### config.mk
export PLATFORM = sky130hd
export DESIGN_NAME = pool_sign
export DESIGN_NICKNAME = d
export VERILOG_FILES = /design/src/rtl/pool_sign.sv
export SDC_FILE = /design/constraint.sdc
export NUM_CORES = 1
export LEC_CHECK = 0
export CORE_MARGIN = 8
export CORE_UTILIZATION = 65
export CTS_BUF_LIST = sky130_fd_sc_hd__clkbuf_8 sky130_fd_sc_hd__clkbuf_16
export DETAILED_ROUTE_END_ITERATION = 10
export GPL_ROUTABILITY_DRIVEN = 0
export PLACE_DENSITY_LB_ADDON = 0.08
export SLEW_MARGIN = 40
export SYNTH_ARGS = -nofsm -noshare
export SYNTH_HDL_FRONTEND = slang
export SYNTH_SLANG_ARGS = --single-unit
### constraint.sdc
create_clock -name clk -period 15.3 [get_ports clk]
set_input_delay 1.53 -clock clk [delete_from_list [all_inputs] [get_ports clk]]
set_output_delay 1.53 -clock clk [all_outputs]
set_load 0.01 [all_outputs]
### src/rtl/pool_sign.sv
// pool_sign: 2x2 stride-2 max pooling followed by signed binarization.
// Consumes the raster-ordered signed convolution stream from conv and emits
// one pooled value per 2x2 block, in raster order of the pooled map, plus a
// 1-bit activation (pooled >= threshold).
//
// Ports:
//   clk        rising-edge clock
//   rstn       asynchronous active-low reset
//   start      one-cycle pulse, arms (or restarts) a frame
//   state      layer select sampled on start (0: W0 x W0, 1: W1 x W1)
//   threshold  signed binarization threshold sampled on start
//   din        signed conv result
//   ivalid     din valid
//   pool_out   signed pooled maximum (holds until next output)
//   dout       1 iff pool_out >= threshold (signed, inclusive)
//   ovalid     one-cycle pulse per pooled output
//   done       pulses together with the last output of a frame
//   busy       frame in progress
module pool_sign #(
  parameter int DW = 16,
  parameter int W0 = 24,
  parameter int W1 = 8
) (
  input  logic                 clk,
  input  logic                 rstn,
  input  logic                 start,
  input  logic                 state,
  input  logic signed [DW-1:0] threshold,
  input  logic signed [DW-1:0] din,
  input  logic                 ivalid,
  output logic signed [DW-1:0] pool_out,
  output logic                 dout,
  output logic                 ovalid,
  output logic                 done,
  output logic                 busy
);

  localparam int CW = $clog2(W0);
  localparam int LN = W0 / 2;
  localparam int LW = $clog2(LN);

  logic                 r_mode;
  logic signed [DW-1:0] r_thr;
  logic [CW-1:0]        r_col;
  logic [CW-1:0]        r_row;
  logic signed [DW-1:0] r_hold;
  logic signed [DW-1:0] r_lbuf [LN];

  logic                 w_accept;
  logic [CW-1:0]        w_wmax;
  logic                 w_col_last;
  logic                 w_row_last;
  logic [LW-1:0]        w_lidx;
  logic signed [DW-1:0] w_pair;
  logic signed [DW-1:0] w_pool;

  // A beat in the same cycle as start belongs to no frame and is dropped.
  assign w_accept   = ivalid & busy & ~start;
  assign w_wmax     = r_mode ? CW'(W1 - 1) : CW'(W0 - 1);
  assign w_col_last = (r_col == w_wmax);
  assign w_row_last = (r_row == w_wmax);
  assign w_lidx     = LW'(r_col >> 1);

  // Horizontal max of the held even-column sample and the odd-column beat,
  // then vertical max against the pair stored on the previous (even) row.
  assign w_pair = (din > r_hold) ? din : r_hold;
  assign w_pool = (r_lbuf[w_lidx] > w_pair) ? r_lbuf[w_lidx] : w_pair;

  // Line buffer of horizontal pair maxima; written on even rows and read on
  // the following odd row, so it never needs a reset.
  always_ff @(posedge clk) begin
    if (w_accept && r_col[0] && !r_row[0]) begin
      r_lbuf[w_lidx] <= w_pair;
    end
  end

  // Frame control, counters, even-column hold and registered outputs.
  always_ff @(posedge clk or negedge rstn) begin
    if (!rstn) begin
      r_mode   <= 1'b0;
      r_thr    <= '0;
      r_col    <= '0;
      r_row    <= '0;
      r_hold   <= '0;
      pool_out <= '0;
      dout     <= 1'b0;
      ovalid   <= 1'b0;
      done     <= 1'b0;
      busy     <= 1'b0;
    end else begin
      ovalid <= 1'b0;
      done   <= 1'b0;
      if (start) begin
        // Restarting while busy abandons the old frame silently.
        r_mode <= state;
        r_thr  <= threshold;
        r_col  <= '0;
        r_row  <= '0;
        busy   <= 1'b1;
      end else if (w_accept) begin
        if (!r_col[0]) begin
          r_hold <= din;
        end
        if (r_col[0] && r_row[0]) begin
          pool_out <= w_pool;
          dout     <= (w_pool >= r_thr);
          ovalid   <= 1'b1;
        end
        if (w_col_last) begin
          r_col <= '0;
          if (w_row_last) begin
            // Last beat of the frame: its output carries done.
            r_row <= '0;
            busy  <= 1'b0;
            done  <= 1'b1;
          end else begin
            r_row <= r_row + CW'(1);
          end
        end else begin
          r_col <= r_col + CW'(1);
        end
      end
    end
  end

endmodule

After elaboration in Yosys (flattened, before gate mapping)
Memories as Yosys holds them, arrays and structs flattened.
Cells that the tools add are included.
- register bits after elaboration: 63
- bits in writable memories: 192
- word-level logic and storage cells: 56
- input bits: 37
- output and inout bits: 20
- memories kept: 1
- add/sub/neg operators: 2
- reduce and logical (&&, ||, !) cells: 11
- equal/unequal tests: 2
- bitwise operators: 4
- muxes and demuxes: 23
- magnitude comparators: 3
- memories (memory ; depth ; width ; read ports ; clocked after memory_dff ; write ports ; line ; RTL):
    r_lbuf ; 12 ; 16 ; 1 ; 0 ; 1 ; 47 ; logic signed [DW-1:0] r_lbuf [LN];
- operator list (kind ; count):
    $mux W5 ; 8
    $gt A16 B16 Y1 ; 2
    $mux W16 ; 2
    $ge A16 B16 Y1 ; 1
    $mux W1 ; 13
    $add A5 B1 Y5 const B ; 2
    $eq A5 B5 Y1 ; 2
    $reduce_and A3 Y1 ; 3
    $reduce_bool A2 Y1 ; 3
    $logic_and A1 B1 Y1 ; 3
    $and A1 B1 Y1 ; 2
    $not A1 Y1 ; 2
    $reduce_and A2 Y1 ; 1
    $logic_not A1 Y1 ; 1

Longest topological paths before layout
Gate-level depths: netlist of the first run.
- depth in word-level cells: 6
- mapped depth: 33
- depth with buffers taken out: 31

Worst setup path after synthesis of the first run
OpenSTA, ideal clock, no wires.
- kind: input to register
- start: in din[15]
- end: reg dout
- path buffers: 4
- path slack: 8.413 ns
- required time: 15.158 ns
- setup time: 0.142 ns
- cell stages on the path: 31
- data arrival time: 6.745 ns
- path through: ha_1 -> nand4_1 -> o41ai_2 -> a31o_1 -> and2_1 -> clkbuf_1 -> buf_1 -> mux2i_1 -> ha_1 -> a21o_1 -> a21o_1 -> a21o_1 -> a21o_1 -> a21oi_1 -> o21a_1 -> and3_1 -> or3_1 -> buf_2 -> buf_6 -> o21ai_1 -> o21ai_1 -> ha_1 -> o21ai_0 -> nand2b_1 -> a21oi_1 -> nor2_1 -> a211oi_1 -> o21ai_0 -> o21a_1 -> o22ai_1 -> a31oi_1
- longest elaborated chain between the ends: 5
- RTL lines (element ; line ; RTL):
    start, declared ; 29 ; input logic signed [DW-1:0] din,
    $gt A16 B16 Y1 ; 66 ; assign w_pair = (din > r_hold) ? din : r_hold;
    $mux W16 (*) ; 66 ;
    $gt A16 B16 Y1 ; 67 ; assign w_pool = (r_lbuf[w_lidx] > w_pair) ? r_lbuf[w_lidx] : w_pair;
    $mux W16 (*) ; 67 ;
    named net w_pool[2] ; 55 ; logic signed [DW-1:0] w_pool;
    $ge A16 B16 Y1 (*) ; 106 ; dout <= (w_pool >= r_thr);
    end signal, assigned ; 106 ;
    end, declared ; 32 ; output logic dout,
Mark *: on every way through the listed nets, which the timed path passes. The rest lies on a longest branch.
A chain may end at the register's enable or synchronous reset.

Final worst setup path of the first run
Ends and elaborated chain as after synthesis.

==> results of run 1 <==
-- kinds of logic after synthesis --
| logic type | Yosys count | share of synthesized area |
|---|---|---|
| buffers and inverters | 101 | 0.0337 |
| AND/OR/NAND/NOR | 157 | 0.0638 |
| flip-flops | 255 | 0.630 |
| adder cells (fa/ha/maj) | 49 | 0.0525 |
| XOR/XNOR | 5 | 0.00376 |
| multiplexers | 81 | 0.122 |
| AO/OA/AOI/OAI | 167 | 0.0939 |
-- cell type report --
class,instances,area [µm²],share of cell area
Multi-Input combinational cell,459,3970,0.297
Clock inverter,18,155,0.0116
Timing Repair Buffer,76,709,0.0531
Sequential cell,255,7350,0.550
Inverter,62,233,0.0174
Clock buffer,28,667,0.0499
Tap cell,229,287,0.0214
-- worst max-delay path: stages --
cell and delay, ns:
clkdlybuf4s50_1 0.47, ha_1 0.36, nand4_1 0.20, o41ai_2 0.48
a31o_1 0.20, and2_1 0.65, mux2i_1 0.74, ha_1 0.26
nand2_1 0.07, nor3_1 0.28, and4_1 0.29, nand2_1 0.07
nor4_1 0.64, or3_1 0.59, o21ai_1 0.22, o21a_1 0.17
ha_1 0.29, a21o_1 0.18, a21o_1 0.18, a21oi_1 0.14
nor2b_1 0.06, o21ai_0 0.16, o21ai_0 0.11, o21a_1 0.18
o22ai_1 0.12, a31oi_1 0.09
-- power by group through the flow --
stage | Combinational [W] | Sequential [W] | Clock (W)
floorplan | 0.000230 | 0.000816 | 0
global placement | 0.000306 | 0.000821 | 0
detailed placement | 0.000325 | 0.000821 | 0
CTS | 0.000328 | 0.000807 | 0.000615
global route | 0.000365 | 0.000809 | 0.000644
finish | 0.000335 | 0.000807 | 0.000606
-- final timing paths --
| check | start | end | slack (ns) | cells after the start |
|---|---|---|---|---|
| max | din[15] | dout | 6.94 | 26 |
| min | pool_out[1] | pool_out[1] | 0.50 | 2 |
| min reg2reg | pool_out[1] | pool_out[1] | 0.50 | 2 |
| max reg2reg | r_hold[15] | dout | 8.00 | 26 |
| min in group asynchronous | rstn | r_hold[7] | 1.06 | 2 |
| max in group asynchronous | rstn | r_col[1] | 13.79 | 2 |
-- Yosys cell counts (3+ instances only) --
library cell    n  area [µm²]
o31ai_1        12        90.1
nand2_1        63         236
a21o_1         16         120
buf_1           9        33.8
inv_1          62         233
o21a_1         18         135
o21bai_1       11        82.6
mux2i_1        28         280
o21ai_1         8        40.0
nand4_1        10        62.6
o21ai_0        36         180
buf_2           5        25.0
dfrtp_1        63        1580
xnor2_1         3        26.3
a22o_1          4        35.0
a31oi_1         5        31.3
nand3_1         6        30.0
mux4_2         48        1080
and3_1          5        31.3
nand2b_1        4        25.0
and2_1          3        18.8
a21oi_1        35         175
nor3_1         10        50.1
nor2b_1         5        31.3
ha_1           48         601
o22a_1          9        78.8
edfxtp_1      192        5770
clkbuf_1       24        90.1
mux2_2          5        56.3
nor2_1         33         124
or3_1           4        25.0
-- through the flow --
step / power (W) / hold WS (ns) / instance area, µm²
global route: 0.00182 / 0.537 / 13400
CTS: 0.00175 / 0.502 / 13400
floorplan: 0.00105 / 0.487 / 11600
global placement: 0.00113 / 0.479 / 12500
finish: 0.00175 / 0.496 / 13400
detailed placement: 0.00115 / 0.488 / 12500
-- flip-flops by register name (all words and copies together) (netlist names) --
register / cells
r_thr: 16
done: 1
r_row: 5
pool_out: 16
busy: 1
dout: 1
ovalid: 1
r_mode: 1
r_col: 5
r_hold: 16
r_lbuf: 192
-- layer usage --
metal / wire length, µm / vias up / GRT usage
met5: 0 / - / 0
met4: 938 / 0 / 0.0950
met3: 2010 / 85 / 0.0417
met2: 12600 / 337 / 0.388
met1: 10600 / 3589 / 0.322
li1: - / 3213 / -
==> impl_metrics.env, run 1 <==
export IMPL_violations="design-rule violations"
export IMPL_max_freq_mhz=120
export IMPL_yosysWarningCount=0
export IMPL_skew_ns=0.0142
export IMPL_antenna_cells=0
export IMPL_cp_max_fo=16
export IMPL_vias_per_cell=6.41
export IMPL_power_frac_seq=0.462
export IMPL_antenna_found_initial=0
export IMPL_p_leak_nw=4.96
export IMPL_clock_power_share=0.347
export IMPL_synthCells=815
export IMPL_maxSlewViolCount=0
export IMPL_detailed_place_hpwl_um=17300
export IMPL_die_area_um2=22500
export IMPL_p_sw_frac=0.275
export IMPL_synth_edff_count=192
export IMPL_drcViolationCount=1
export IMPL_syn_cell_area_um2=11600
export IMPL_num_vias=7224
export IMPL_num_rows=49
export IMPL_ios=57
export IMPL_peakVddDrop_mv=0.114
export IMPL_core_area_um2=17800
export IMPL_worstSetupPathType="input port to flip-flop"
export IMPL_setup_slack_ns=6.94
export IMPL_grt_use_total=0.240
export IMPL_fin_crit_ns=8.36
export IMPL_clock_root_buffer="clkbuf_16"
export IMPL_drive_gt1_frac=0.151
export IMPL_ys_ff_latch=255
export IMPL_syn_nets=900
export IMPL_start_util=0.655
export IMPL_wl_per_cell_um=23.2
export IMPL_die_w_um=150
export IMPL_finalHoldViolCount=0
export IMPL_cts_hold_buf=0
export IMPL_port_buffers=56
export IMPL_cellInternalPower_w=0.00127
export IMPL_max_cap_violations=0
export IMPL_fin_nets=964
export IMPL_dp_cells=1081
export IMPL_overflow=0
export IMPL_htreeDepth=1
export IMPL_required_ns=15.68
export IMPL_clock_sinks=255
export IMPL_finalNonFillerCells=1127
export IMPL_ys_flop_type="edfxtp_1"
export IMPL_crit_path_end_kind="flip-flop"
export IMPL_p_comb_frac=0.192
export IMPL_syn2layout_area_growth_pct=14.8
export IMPL_cts_clk_slew_worst_paths_ns=0.06
export IMPL_finalCritPeriodShare=0.547
export IMPL_final_cell_mix="192 x edfxtp_1, 64 x inv_1, 63 x nand2_1"
export IMPL_grt_start_max_net_pins=64
export IMPL_hold_class="flip-flop to flip-flop"
export IMPL_p_per_area_nw_per_um2=131
export IMPL_rsz0062_at_grt="false"
export IMPL_cts_tree="done"
export IMPL_slew_headroom=0.451
export IMPL_power_switching_w=0.000482
export IMPL_post_route_util=0.752
export IMPL_layout_commonest_cell="edfxtp_1"
export IMPL_post_place_ws_ns=6.48
export IMPL_synthArstFlopShare=0.247
export IMPL_setup_tns_ns=0
export IMPL_wl_um=26200
export IMPL_grt_pass1_wl_um=41000
export IMPL_n_fill_cell=1116
export IMPL_finalSetupViolCount=0
export IMPL_post_cts_buffers=0
export IMPL_ant_nets=0
export IMPL_clock_latency_ns=0.54
export IMPL_syn_avg_cell_area_um2=14.3
export IMPL_drt_pre_antenna_iters=8
export IMPL_synth_distinct_cells=56
export IMPL_cts_resized=0
export IMPL_worst_pin_slew_ns=0.820
export IMPL_numCtsBuffers=25
export IMPL_arrival_ns=8.75
export IMPL_synth_seq_area_share=0.630
export IMPL_drt_iter0_markers=667
export IMPL_die_h_um=150
export IMPL_status="finished, violations left"
export IMPL_start_kind="input port"
export IMPL_grt_pass1_vias=7342
export IMPL_clockBufferDepth=3
No activity file was read; power rests on OpenSTA's default activity.
==> run 2: changes to the inputs <==
CORE_UTILIZATION = 60   (was 65)
clock period = 7.8 ns   (was 15.3 ns; I/O delays follow)
==> impl_metrics.env, run 2 (synthesis results as in run 1) <==
export IMPL_required_ns=8.19
export IMPL_peakVddDrop_mv=0.240
export IMPL_grt_pass1_wl_um=40800
export IMPL_detailed_place_hpwl_um=17700
export IMPL_p_comb_frac=0.192
export IMPL_core_area_um2=19300
export IMPL_cp_top_family="simple AND/OR/NAND/NOR gates"
export IMPL_final_cell_mix="192 x edfxtp_1, 64 x inv_1, 63 x nand2_1"
export IMPL_clock_latency_ns=0.55
export IMPL_max_freq_mhz=142
export IMPL_antenna_found_initial=0
export IMPL_antenna_cells=0
export IMPL_seq_area_um2=7350
export IMPL_die_h_um=155
export IMPL_finalSetupViolCount=0
export IMPL_overflow=0
export IMPL_drive_gt1_frac=0.156
export IMPL_p_sw_frac=0.275
export IMPL_worst_pin_slew_ns=0.741
export IMPL_numCtsBuffers=27
export IMPL_fin_nets=978
export IMPL_htreeDepth=1
export IMPL_port_buffers=56
export IMPL_wl_per_cell_um=22.3
export IMPL_rr_startpoint="r_hold[15]"
export IMPL_fin_crit_ns=7.04
export IMPL_cts_resized=0
export IMPL_clock_power_share=0.359
export IMPL_rsz0062_at_grt="false"
export IMPL_crit_path_end_kind="flip-flop"
export IMPL_arrival_ns=7.43
export IMPL_cp_max_fo=11
export IMPL_clock_root_buffer="clkbuf_16"
export IMPL_grt_use_total=0.221
export IMPL_start_kind="input port"
export IMPL_n_fill_cell=1331
export IMPL_maxSlewViolCount=0
export IMPL_cellInternalPower_w=0.00256
export IMPL_p_per_area_nw_per_um2=260
export IMPL_path_common_cell="ha_1"
export IMPL_slew_headroom=0.492
export IMPL_wl_um=26300
export IMPL_max_flop_register="r_lbuf"
export IMPL_setup_slack_ns=0.763
export IMPL_num_vias=7142
export IMPL_ios=57
export IMPL_multiInputGateArea_um2=3940
export IMPL_finalHoldViolCount=0
export IMPL_cp_slowest_stage_delay_ns=0.67
export IMPL_syn2layout_area_growth_pct=16.3
export IMPL_worstSetupPathType="input port to flip-flop"
export IMPL_drt_iter0_markers=589
export IMPL_cp_slowest_cell="mux2i_1"
export IMPL_cts_tree="done"
export IMPL_ant_nets=0
export IMPL_layout_commonest_cell="edfxtp_1"
export IMPL_power_switching_w=0.000969
export IMPL_max_cap_violations=0
export IMPL_setup_tns_ns=0
export IMPL_power_frac_seq=0.449
export IMPL_hold_class="input port to async pin"
export IMPL_skew_ns=0.0145
export IMPL_status="complete, no violations"
export IMPL_drcViolationCount=0
export IMPL_cts_hold_buf=0
export IMPL_drt_pre_antenna_iters=5
export IMPL_post_place_ws_ns=0.400
export IMPL_post_cts_buffers=0
export IMPL_cts_clk_slew_worst_paths_ns=0.06
export IMPL_p_leak_nw=5.05
export IMPL_vias_per_cell=6.06
export IMPL_grt_start_max_net_pins=64
export IMPL_finalCritPeriodShare=0.902
export IMPL_die_area_um2=24100
export IMPL_num_rows=51
export IMPL_clockBufferDepth=3
export IMPL_worst_path_buf_inv=1
export IMPL_clock_sinks=255
export IMPL_start_util=0.604
export IMPL_startpoint="din[15]"
export IMPL_grt_pass1_vias=7266
export IMPL_die_w_um=155
export IMPL_largest_reg_flops=192
## run 2: changes by cell type in the layout (fill, tap and decap cells not counted), moves of 2 or more
cell / change
nor3_2: +3
clkbuf_8: -3
nor2_2: -5
nor2_1: +5
clkinv_1: +4
buf_4: +11
nor3_4: -3
clkbuf_16: +2
clkinv_2: -2
clkinvlp_4: +2
## run 2: final timing paths
check	end	slack, ns	depth (start not counted)
min in group clk	pool_out[1]	0.50	2
hold reg to reg	pool_out[1]	0.50	2
hold / removal	r_hold[13]	0.30	2
max in group asynchronous	r_col[1]	7.02	2
setup reg to reg	dout	1.05	27
setup / recovery	dout	0.76	27
## run 2: power groups by stage
| stage | clock network [W] | logic (W) | registers [W] |
|---|---|---|---|
| after floorplan | 0 | 0.000450 | 0.00160 |
| after CTS | 0.00129 | 0.000665 | 0.00158 |
| after detailed placement | 0 | 0.000661 | 0.00161 |
| after global routing | 0.00134 | 0.000735 | 0.00159 |
| after global placement | 0 | 0.000625 | 0.00161 |
| final | 0.00127 | 0.000676 | 0.00158 |
## run 2: through the flow
step	hold WS, ns	std cells	utilization	area [µm²]	power (W)
floorplan	0.484	815	-	11600	0.00205
global placement	0.478	1128	0.656	12600	0.00224
detailed placement	0.484	1129	0.657	12700	0.00227
CTS	0.424	1179	0.703	13500	0.00353
global route	0.363	1179	0.703	13500	0.00366
finish	0.297	1179	0.703	13500	0.00353
## run 2: layout make-up
class	count	area share
flip-flops and latches	255	0.542
multi-input cells	459	0.291
repair buffers	88	0.0599
clock buffers	27	0.0499
well taps	265	0.0245
inverters	62	0.0172
clock inverters	23	0.0153
## run 2: metal layers
layer	wire length, µm	up-vias	track usage
li1	-	3249	-
met1	10900	3515	0.289
met2	12600	299	0.364
met3	1800	79	0.0388
met4	975	0	0.0846
met5	0	-	0
## run 2: worst register-to-register path, delay by kind of cell, from the launching register on
family / cells / cell delay, ns
buf+inv: 1 / 0.06
fa+ha+maj: 3 / 0.87
mux: 1 / 0.67
compound gates: 9 / 1.72
flops: 1 / 0.37
simple gates: 13 / 2.89
